==> src/rtl/motor_relu_vec_serializer.sv <==
// -----------------------------------------------------------------------------
// motor_relu_vec_serializer
//
// Takes one packed vector of N_ELEM non-negative ReLU outputs (unsigned Q6.14)
// and replays it one element per beat as signed ap_fixed<21,7> words to the
// serial dense layer. Each element is zero-extended by one bit, so its value
// is unchanged. Both sides use valid/ready handshakes. A new vector can be
// accepted on the last beat of the current one, so back-to-back vectors
// stream with no idle cycle.
//
// Ports
//   ap_clk    in   clock; all state changes on the rising edge
//   ap_rst_n  in   asynchronous active-low reset
//   in_vec    in   packed vector; element i = in_vec[i*W_IN +: W_IN]
//   in_vld    in   in_vec is valid
//   in_rdy    out  vector can be loaded this cycle (combinational on out_rdy)
//   out_data  out  current element, {1'b0, elem}
//   out_vld   out  out_data is valid
//   out_rdy   in   downstream accepts out_data
//   out_idx   out  index of the current element
//   out_last  out  current element is the final one of the vector
//   nz_count  out  nonzero elements in the most recently loaded vector
//   busy      out  a vector is being replayed (same as out_vld)
// -----------------------------------------------------------------------------
module motor_relu_vec_serializer #(
  parameter  int N_ELEM = 8,
  parameter  int W_IN   = 20,
  parameter  int W_OUT  = 21,
  localparam int IDX_W  = $clog2(N_ELEM),
  localparam int NZ_W   = $clog2(N_ELEM + 1)
) (
  input  logic                   ap_clk,
  input  logic                   ap_rst_n,
  input  logic [N_ELEM*W_IN-1:0] in_vec,
  input  logic                   in_vld,
  output logic                   in_rdy,
  output logic [W_OUT-1:0]       out_data,
  output logic                   out_vld,
  input  logic                   out_rdy,
  output logic [IDX_W-1:0]       out_idx,
  output logic                   out_last,
  output logic [NZ_W-1:0]        nz_count,
  output logic                   busy
);

  typedef enum logic [0:0] {
    ST_IDLE = 1'b0,
    ST_SEND = 1'b1
  } state_e;

  localparam logic [IDX_W-1:0] LAST_IDX = IDX_W'(N_ELEM - 1);
  localparam logic [IDX_W-1:0] IDX_ONE  = IDX_W'(1);
  localparam logic [NZ_W-1:0]  NZ_ONE   = NZ_W'(1);

  // Number of elements in a packed vector that are not zero.
  function automatic logic [NZ_W-1:0] count_nonzero(
    input logic [N_ELEM*W_IN-1:0] vec
  );
    logic [NZ_W-1:0] cnt;
    cnt = '0;
    for (int i = 0; i < N_ELEM; i++) begin
      if (vec[i*W_IN +: W_IN] != '0) begin
        cnt = cnt + NZ_ONE;
      end else begin
        cnt = cnt;
      end
    end
    return cnt;
  endfunction

  state_e                        state_q, state_d;
  logic [IDX_W-1:0]              idx_q, idx_d;
  logic [N_ELEM-1:0][W_IN-1:0]   vec_q, vec_d;
  logic [NZ_W-1:0]               nz_q, nz_d;

  logic last_s;
  logic load_s;
  logic beat_s;

  // Handshake decode from registered state.
  always_comb begin
    last_s = (state_q == ST_SEND) && (idx_q == LAST_IDX);
    // A vector may load from IDLE, or on the final beat of the current one.
    in_rdy = (state_q == ST_IDLE) || (last_s && out_rdy);
    load_s = in_vld && in_rdy;
    beat_s = (state_q == ST_SEND) && out_rdy;
  end

  // Next-state logic: load wins, otherwise advance on an accepted beat.
  always_comb begin
    state_d = state_q;
    idx_d   = idx_q;
    vec_d   = vec_q;
    nz_d    = nz_q;
    if (load_s) begin
      // On the last beat a load replaces the return to IDLE.
      state_d = ST_SEND;
      idx_d   = '0;
      vec_d   = in_vec;
      nz_d    = count_nonzero(in_vec);
    end else if (beat_s) begin
      if (last_s) begin
        state_d = ST_IDLE;
        idx_d   = '0;
      end else begin
        idx_d   = idx_q + IDX_ONE;
      end
    end else begin
      // Idle with no load, or stalled: everything holds.
      state_d = state_q;
      idx_d   = idx_q;
    end
  end

  // State registers.
  always_ff @(posedge ap_clk or negedge ap_rst_n) begin
    if (!ap_rst_n) begin
      state_q <= ST_IDLE;
      idx_q   <= '0;
      vec_q   <= '0;
      nz_q    <= '0;
    end else begin
      state_q <= state_d;
      idx_q   <= idx_d;
      vec_q   <= vec_d;
      nz_q    <= nz_d;
    end
  end

  // Outputs are direct functions of the registered state and index.
  always_comb begin
    out_vld  = (state_q == ST_SEND);
    busy     = (state_q == ST_SEND);
    out_idx  = idx_q;
    out_last = last_s;
    nz_count = nz_q;
    out_data = {1'b0, vec_q[idx_q]};
  end

endmodule

==> config.mk <==
export PLATFORM = sky130hd
export DESIGN_NAME = motor_relu_vec_serializer
export DESIGN_NICKNAME = d
export VERILOG_FILES = /design/src/rtl/motor_relu_vec_serializer.sv
export SDC_FILE = /design/constraint.sdc
export NUM_CORES = 1
export LEC_CHECK = 0
export CORE_AREA = 4 4 165 167
export CTS_BUF_LIST = sky130_fd_sc_hd__clkbuf_4 sky130_fd_sc_hd__clkbuf_8 sky130_fd_sc_hd__clkbuf_16
export CTS_CLUSTER_SIZE = 12
export DETAILED_ROUTE_END_ITERATION = 10
export DIE_AREA = 0 0 169 171
export PLACE_DENSITY_LB_ADDON = 0.12
export SETUP_SLACK_MARGIN = 0.05
export SLEW_MARGIN = 20
export SYNTH_ARGS = -nofsm -noshare
export SYNTH_HDL_FRONTEND = slang
export SYNTH_SLANG_ARGS = --single-unit
export TNS_END_PERCENT = 1
==> constraint.sdc <==
create_clock -name ap_clk -period 6 [get_ports ap_clk]
set_input_delay 0.9 -clock ap_clk [delete_from_list [all_inputs] [get_ports ap_clk]]
set_output_delay 0.9 -clock ap_clk [all_outputs]
set_load 0.01 [all_outputs]
## Yosys cells after proc, flatten, opt, wreduce, memory -nomap -nowiden

Index checks and enable logic that the tools add are counted.
Widths: inputs -> output; s select.

- Register bits after elaboration: 168
- Input port bits: 164
- Logic and storage cells: 61

- $add $sub $neg: 8
- Magnitude comparators: 1
- Eq/ne operators: 1
- Mux-type cells: 23
- Bitwise operators: 1
- Reductions and logical operators: 16

Operators with widths:

| operator | count |
|---|---|
| $reduce_bool 20->1 | 8 |
| $bmux 20 s3 | 1 |
| $mux 4 | 14 |
| $add 4x1->4 const B | 7 |
| $mux 20 | 1 |
| $mux 3 | 3 |
| $logic_and 1x1->1 | 4 |
| $lt 3x4->1 const B | 1 |
| $mux 1 | 4 |
| $reduce_bool 2->1 | 2 |
| $add 3x1->3 const B | 1 |
| $eq 3x3->1 const B | 1 |
| $reduce_and 2->1 | 1 |
| $logic_or 1x1->1 | 1 |
| $not 1->1 | 1 |

## Logic depth before layout (Yosys ltp)

- Word-level depth: 26
- Gate-level depth with buffers: 25

## Worst setup path before layout

OpenSTA, ideal clock, no wires.

- Kind: input to register
- Start: in in_vec[34]
- End: reg nz_q[3] (netlist: nz_count[3])
- Data arrival time: 4947 ps
- Required time: 5931 ps
- Slack: 985 ps
- Cell stages on the path: 23
- Buffers on the path: 0
- Cell sequence: nor4_1 -> nand3_1 -> or2_2 -> ha_1 -> nor3_1 -> nor2_1 -> ha_1 -> o21ai_0 -> o21ai_0 -> ha_1 -> inv_1 -> mux2_2 -> o21a_1 -> xor2_1 -> mux2i_1 -> ha_1 -> o21ai_0 -> xnor2_1 -> xnor2_1 -> nand2_1 -> a21o_1 -> or4_1 -> nand3_1

- Cells in the longest elaborated chain, start to end: 20

Ends and longest elaborated chain:

| item | RTL line | source |
|---|---|---|
| start, declared | 34 | `input logic [N_ELEM*W_IN-1:0] in_vec,` |
| $reduce_bool 20->1 * | 62 | `if (vec[i*W_IN +: W_IN] != '0) begin` |
| $mux 4 * | 62 |  |
| $mux 4 * | 95 | `if (load_s) begin` |
| $add 4x1->4 | 63 | `cnt = cnt + NZ_ONE;` |
| $mux 4 * | 62 |  |
| $mux 4 * | 95 |  |
| $add 4x1->4 | 63 |  |
| $mux 4 * | 62 |  |
| [... 4 more ...] | -- |  |
| $add 4x1->4 | 63 |  |
| $mux 4 * | 62 |  |
| $mux 4 * | 95 |  |
| $add 4x1->4 | 63 |  |
| $mux 4 * | 62 |  |
| $mux 4 * | 95 |  |
| $add 4x1->4 | 63 |  |
| $mux 4 * | 62 |  |
| end signal, assigned | 126 | `nz_q <= nz_d;` |
| end, declared | 74 | `logic [NZ_W-1:0] nz_q, nz_d;` |

Every way passes the cells marked *; elsewhere a longest branch is shown, timed or not. The select of a mux whose other input is x is not followed.
A chain may end at the register's enable or synchronous reset.

## Final worst setup path

- Start: in in_vec[26]
- End: reg nz_q[3] (netlist: nz_count[3])

The elaborated chain is that of the path after synthesis.

==> qor.txt <==
Result of the run = finished, final reports clean
Synth top area cells = dfrtp_1, nand2_1, mux4_2
Arrival time worst endpoint = 5.80 ns
Final Hold Violating Endpoints = 0
Count of placed standard cells in the final layout, fillers left out = 1,463
Std-Cell Rows = 59
Top fanout value on the critical path = 4
Final setup violation count = 0
Delay of the slowest cell on the worst path = 0.47 ns
Number of top-level design ports = 196
Sum Neg Setup Slack = 0 ns
Clk buf depth = 2
Fraction of synthesized cell area taken by the top area cell type = 48.9%
Type of the most critical hold path = primary input to async pin
Area added between synthesis and finish = 34.4%
Most used cell along the critical path = ha_1
Height of the die = 171 um
PortBufs = 194
Total power per unit cell area = 433 nW/um^2
Largest area contributor in the netlist = dfrtp_1
Category of the critical setup timing path = primary input to register
Tightest Pin Transition = 0.988 ns
Number of gates given a new drive strength after cts = 0
Area of the die = 28,900 sq um
Unrepaired setup endpoints after global routing = no
Number of placed instances with taps included = 1,432
Number of distinct library cells after synthesis = 47
Placer Congestion = 0.826
Number of storage elements in the synthesis netlist = 168
Total global routing overflow = 0
Via count normalized by instance count = 4.85
Syn. warnings = 0
Buf+Inv Stages, Crit Path = 2
Critical-path cell with the highest stage delay = clkdlybuf4s50_1
Ratio of cells with drive above 1 in the final layout = 12.0%
Worst max-slew margin expressed relative to the limit = 34.2%
Average routed wire per standard cell = 18.5 um
Number of vias in the routed layout = 7,097
Area of the core = 25,800 sq um
Total iterations of the first detailed-routing run = 5
Top achievable clock speed = 184 MHz
Number of max-cap violations = 0
Clock transition at the registers of the reported paths = 0.07 ns
Max-slew violation count = 0
Number of buffers inserted during clock tree synthesis = 17
Clock tree from TritonCTS = built
Post-CTS setup buffer count = 0
Pin count of the biggest net entering global routing = 111
Total Power = 5.00 mW
DRC violations left = 0
Number of antenna violations at the first check in global routing = 0
All-layer global routing usage = 18.7%
Final WL = 27,000 um
# diodes = 0
Sequential element share of the synthesized area = 48.9%
Latest clock arrival within the worst-skew pair = 0.43 ns
Skew final = 0.00974 ns
Hold buffer count at CTS = 0
First-iteration detailed-routing DRC count = 564
Die width = 169 um
Final core utilization = 44.9%
Worst Setup Slack post-DPL = 0.117 ns
Post-route cell area = 11,600 sq um
Post-synthesis cell count = 937
Final worst-path setup slack = 0.559 ns
Average cell area after synthesis = 9.18 sq um
IR drop worst, VDD = 264 uV
Antenna-violating nets left = 0
Setup crit end kind = register
Initial standard-cell utilization of the core = 33.4%
Family of cells with the greatest summed delay on the critical path = simple AND/OR/NAND/NOR gates
Cells traversed along the worst timing path = clkdlybuf4s50_1 > nor4_1 > nand3_1 > or2_2 > ha_1 > nor3_1 > nor2_1 > ha_1 > o21ai_0 > o21ai_0 > ha_1 > inv_1 > mux2_2 > o21a_1 > xor2_1 > mux2i_1 > ha_1 > o21ai_0 > xnor2_1 > xnor2_1 > nand2_1 > a21o_1 > or4_1 > nand3_1
Placed instance area = 10,900 sq um
DP HPWL = 19,700 um
H-Tree Level Count = 4
Post-route clock period utilization = 90.7%
Number of nets at the end of the flow = 1,291
Shortest period the worst path allows = 5.44 ns
Final Hold Slack = 0.430 ns
Net Count, Synth = 1,112
Fill cell instance count of the final layout = 2,531
Number of global-route vias before repair = 7,342
Critical path required time = 6.36 ns
Clock tree root buffer cell = clkbuf_16
Cell area after technology mapping = 8600 sq um
R2R setup slack = 2.59 ns
Global-route wire length before repair = 41,700 um
Num Clock Sinks = 168
Leak pwr = 5.40 nW
CP Launch Type = primary input
layout by cell type (no fill, tap or decap), drive strengths merged, types with 2 or more instances in the layout:
| cell | n |
|---|---|
| nand2 | 499 |
| clkdlybuf4s50 | 193 |
| dfrtp | 168 |
| mux4 | 40 |
| nor4 | 40 |
| mux2 | 22 |
| clkbuf | 17 |
| buf | 17 |
| inv | 17 |
| nor2 | 13 |
| o21ai | 11 |
| ha | 11 |
| nand3 | 10 |
| xnor2 | 10 |
| mux2i | 6 |
| and2 | 5 |
| a21oi | 4 |
| bufinv | 4 |
| and3 | 4 |
| nor3 | 3 |
| a211o | 3 |
| a22o | 3 |
| clkinv | 3 |
| or2 | 2 |
| xor2 | 2 |
| a31o | 2 |
| nand2b | 2 |
| xnor3 | 2 |
flip-flops by register name, indices dropped and copies added (netlist names):
signal / cells
out_idx: 3
nz_count: 4
busy: 1
vec_q: 160
final cells by class:
type | count | area, sq um | area share [%]
timing repair buffer | 210 | 2090 | 18.1
multi-input combinational | 708 | 4170 | 36.1
sequential | 168 | 4210 | 36.4
tap | 335 | 419 | 3.63
clock inverter | 14 | 210 | 1.82
inverter | 11 | 41.3 | 0.357
clock buffer | 17 | 425 | 3.68
logic make-up (layout without fill, tap and decap cells):
group / count (synthesis) / after routing / synth area share, %
other: 1 / 1 / 0.0436
AO/OA/AOI/OAI: 34 / 34 / 2.85
adder cells (fa/ha/maj): 11 / 11 / 1.60
XOR/XNOR: 14 / 14 / 1.98
flip-flops: 168 / 168 / 48.9
multiplexers: 68 / 68 / 14.1
AND/OR/NAND/NOR: 580 / 580 / 27.8
buffers and inverters: 61 / 252 / 2.75
report_power, final:
group / internal [mW] / total [mW] / switching (mW)
clock network: 0.709 / 1.21 / 0.503
registers: 1.64 / 1.97 / 0.334
logic: 1.01 / 1.82 / 0.810
Yosys cell counts (all sizes together):
| cell | number |
|---|---|
| mux2i | 6 |
| ha | 11 |
| o2bb2ai | 1 |
| a21o | 1 |
| and2 | 5 |
| mux4 | 40 |
| nor2 | 13 |
| xor2 | 2 |
| a22o | 3 |
| o211a | 1 |
| a211o | 3 |
| mux2 | 22 |
| nand3b | 1 |
| nand3 | 10 |
| o22ai | 1 |
| and3 | 4 |
| conb | 1 |
| xnor2 | 10 |
| a21oi | 4 |
| clkbuf | 37 |
| a31o | 2 |
| xnor3 | 2 |
| dfrtp | 168 |
| o211ai | 1 |
| nand2b | 2 |
| o32ai | 1 |
| o2111ai | 1 |
| nor4 | 40 |
| nor3 | 3 |
| o21ai | 11 |
| nand2 | 499 |
| or2 | 2 |
| a211oi | 1 |
| o31a | 1 |
| o21a | 1 |
| a2111oi | 1 |
| or4 | 1 |
| inv | 11 |
| buf | 13 |
path summary, 6_finish.rpt:
path | from | end | depth (start not counted)
max | in_vec[26] | nz_count[3]$_DFFE_PN0P_ | 24
min | ap_rst_n | vec_q[155]$_DFFE_PN0P_ | 1
max reg2reg | out_idx[1]$_DFFE_PN0P_ | vec_q[143]$_DFFE_PN0P_ | 9
min reg2reg | vec_q[71]$_DFFE_PN0P_ | vec_q[71]$_DFFE_PN0P_ | 2
max in group asynchronous | ap_rst_n | vec_q[20]$_DFFE_PN0P_ | 2
min in group ap_clk | vec_q[71]$_DFFE_PN0P_ | vec_q[71]$_DFFE_PN0P_ | 2
metal layers:
| metal | vias to the layer above | GRT usage, % | routed length [um] |
|---|---|---|---|
| met4 | 0 | 3.33 | 229 |
| met2 | 167 | 30.8 | 13100 |
| met3 | 14 | 3.65 | 1210 |
| met1 | 3463 | 26.2 | 12500 |
| li1 | 3453 | - | - |
| met5 | - | 0 | 0 |
Note: power is estimated with default switching activity, not from simulation.
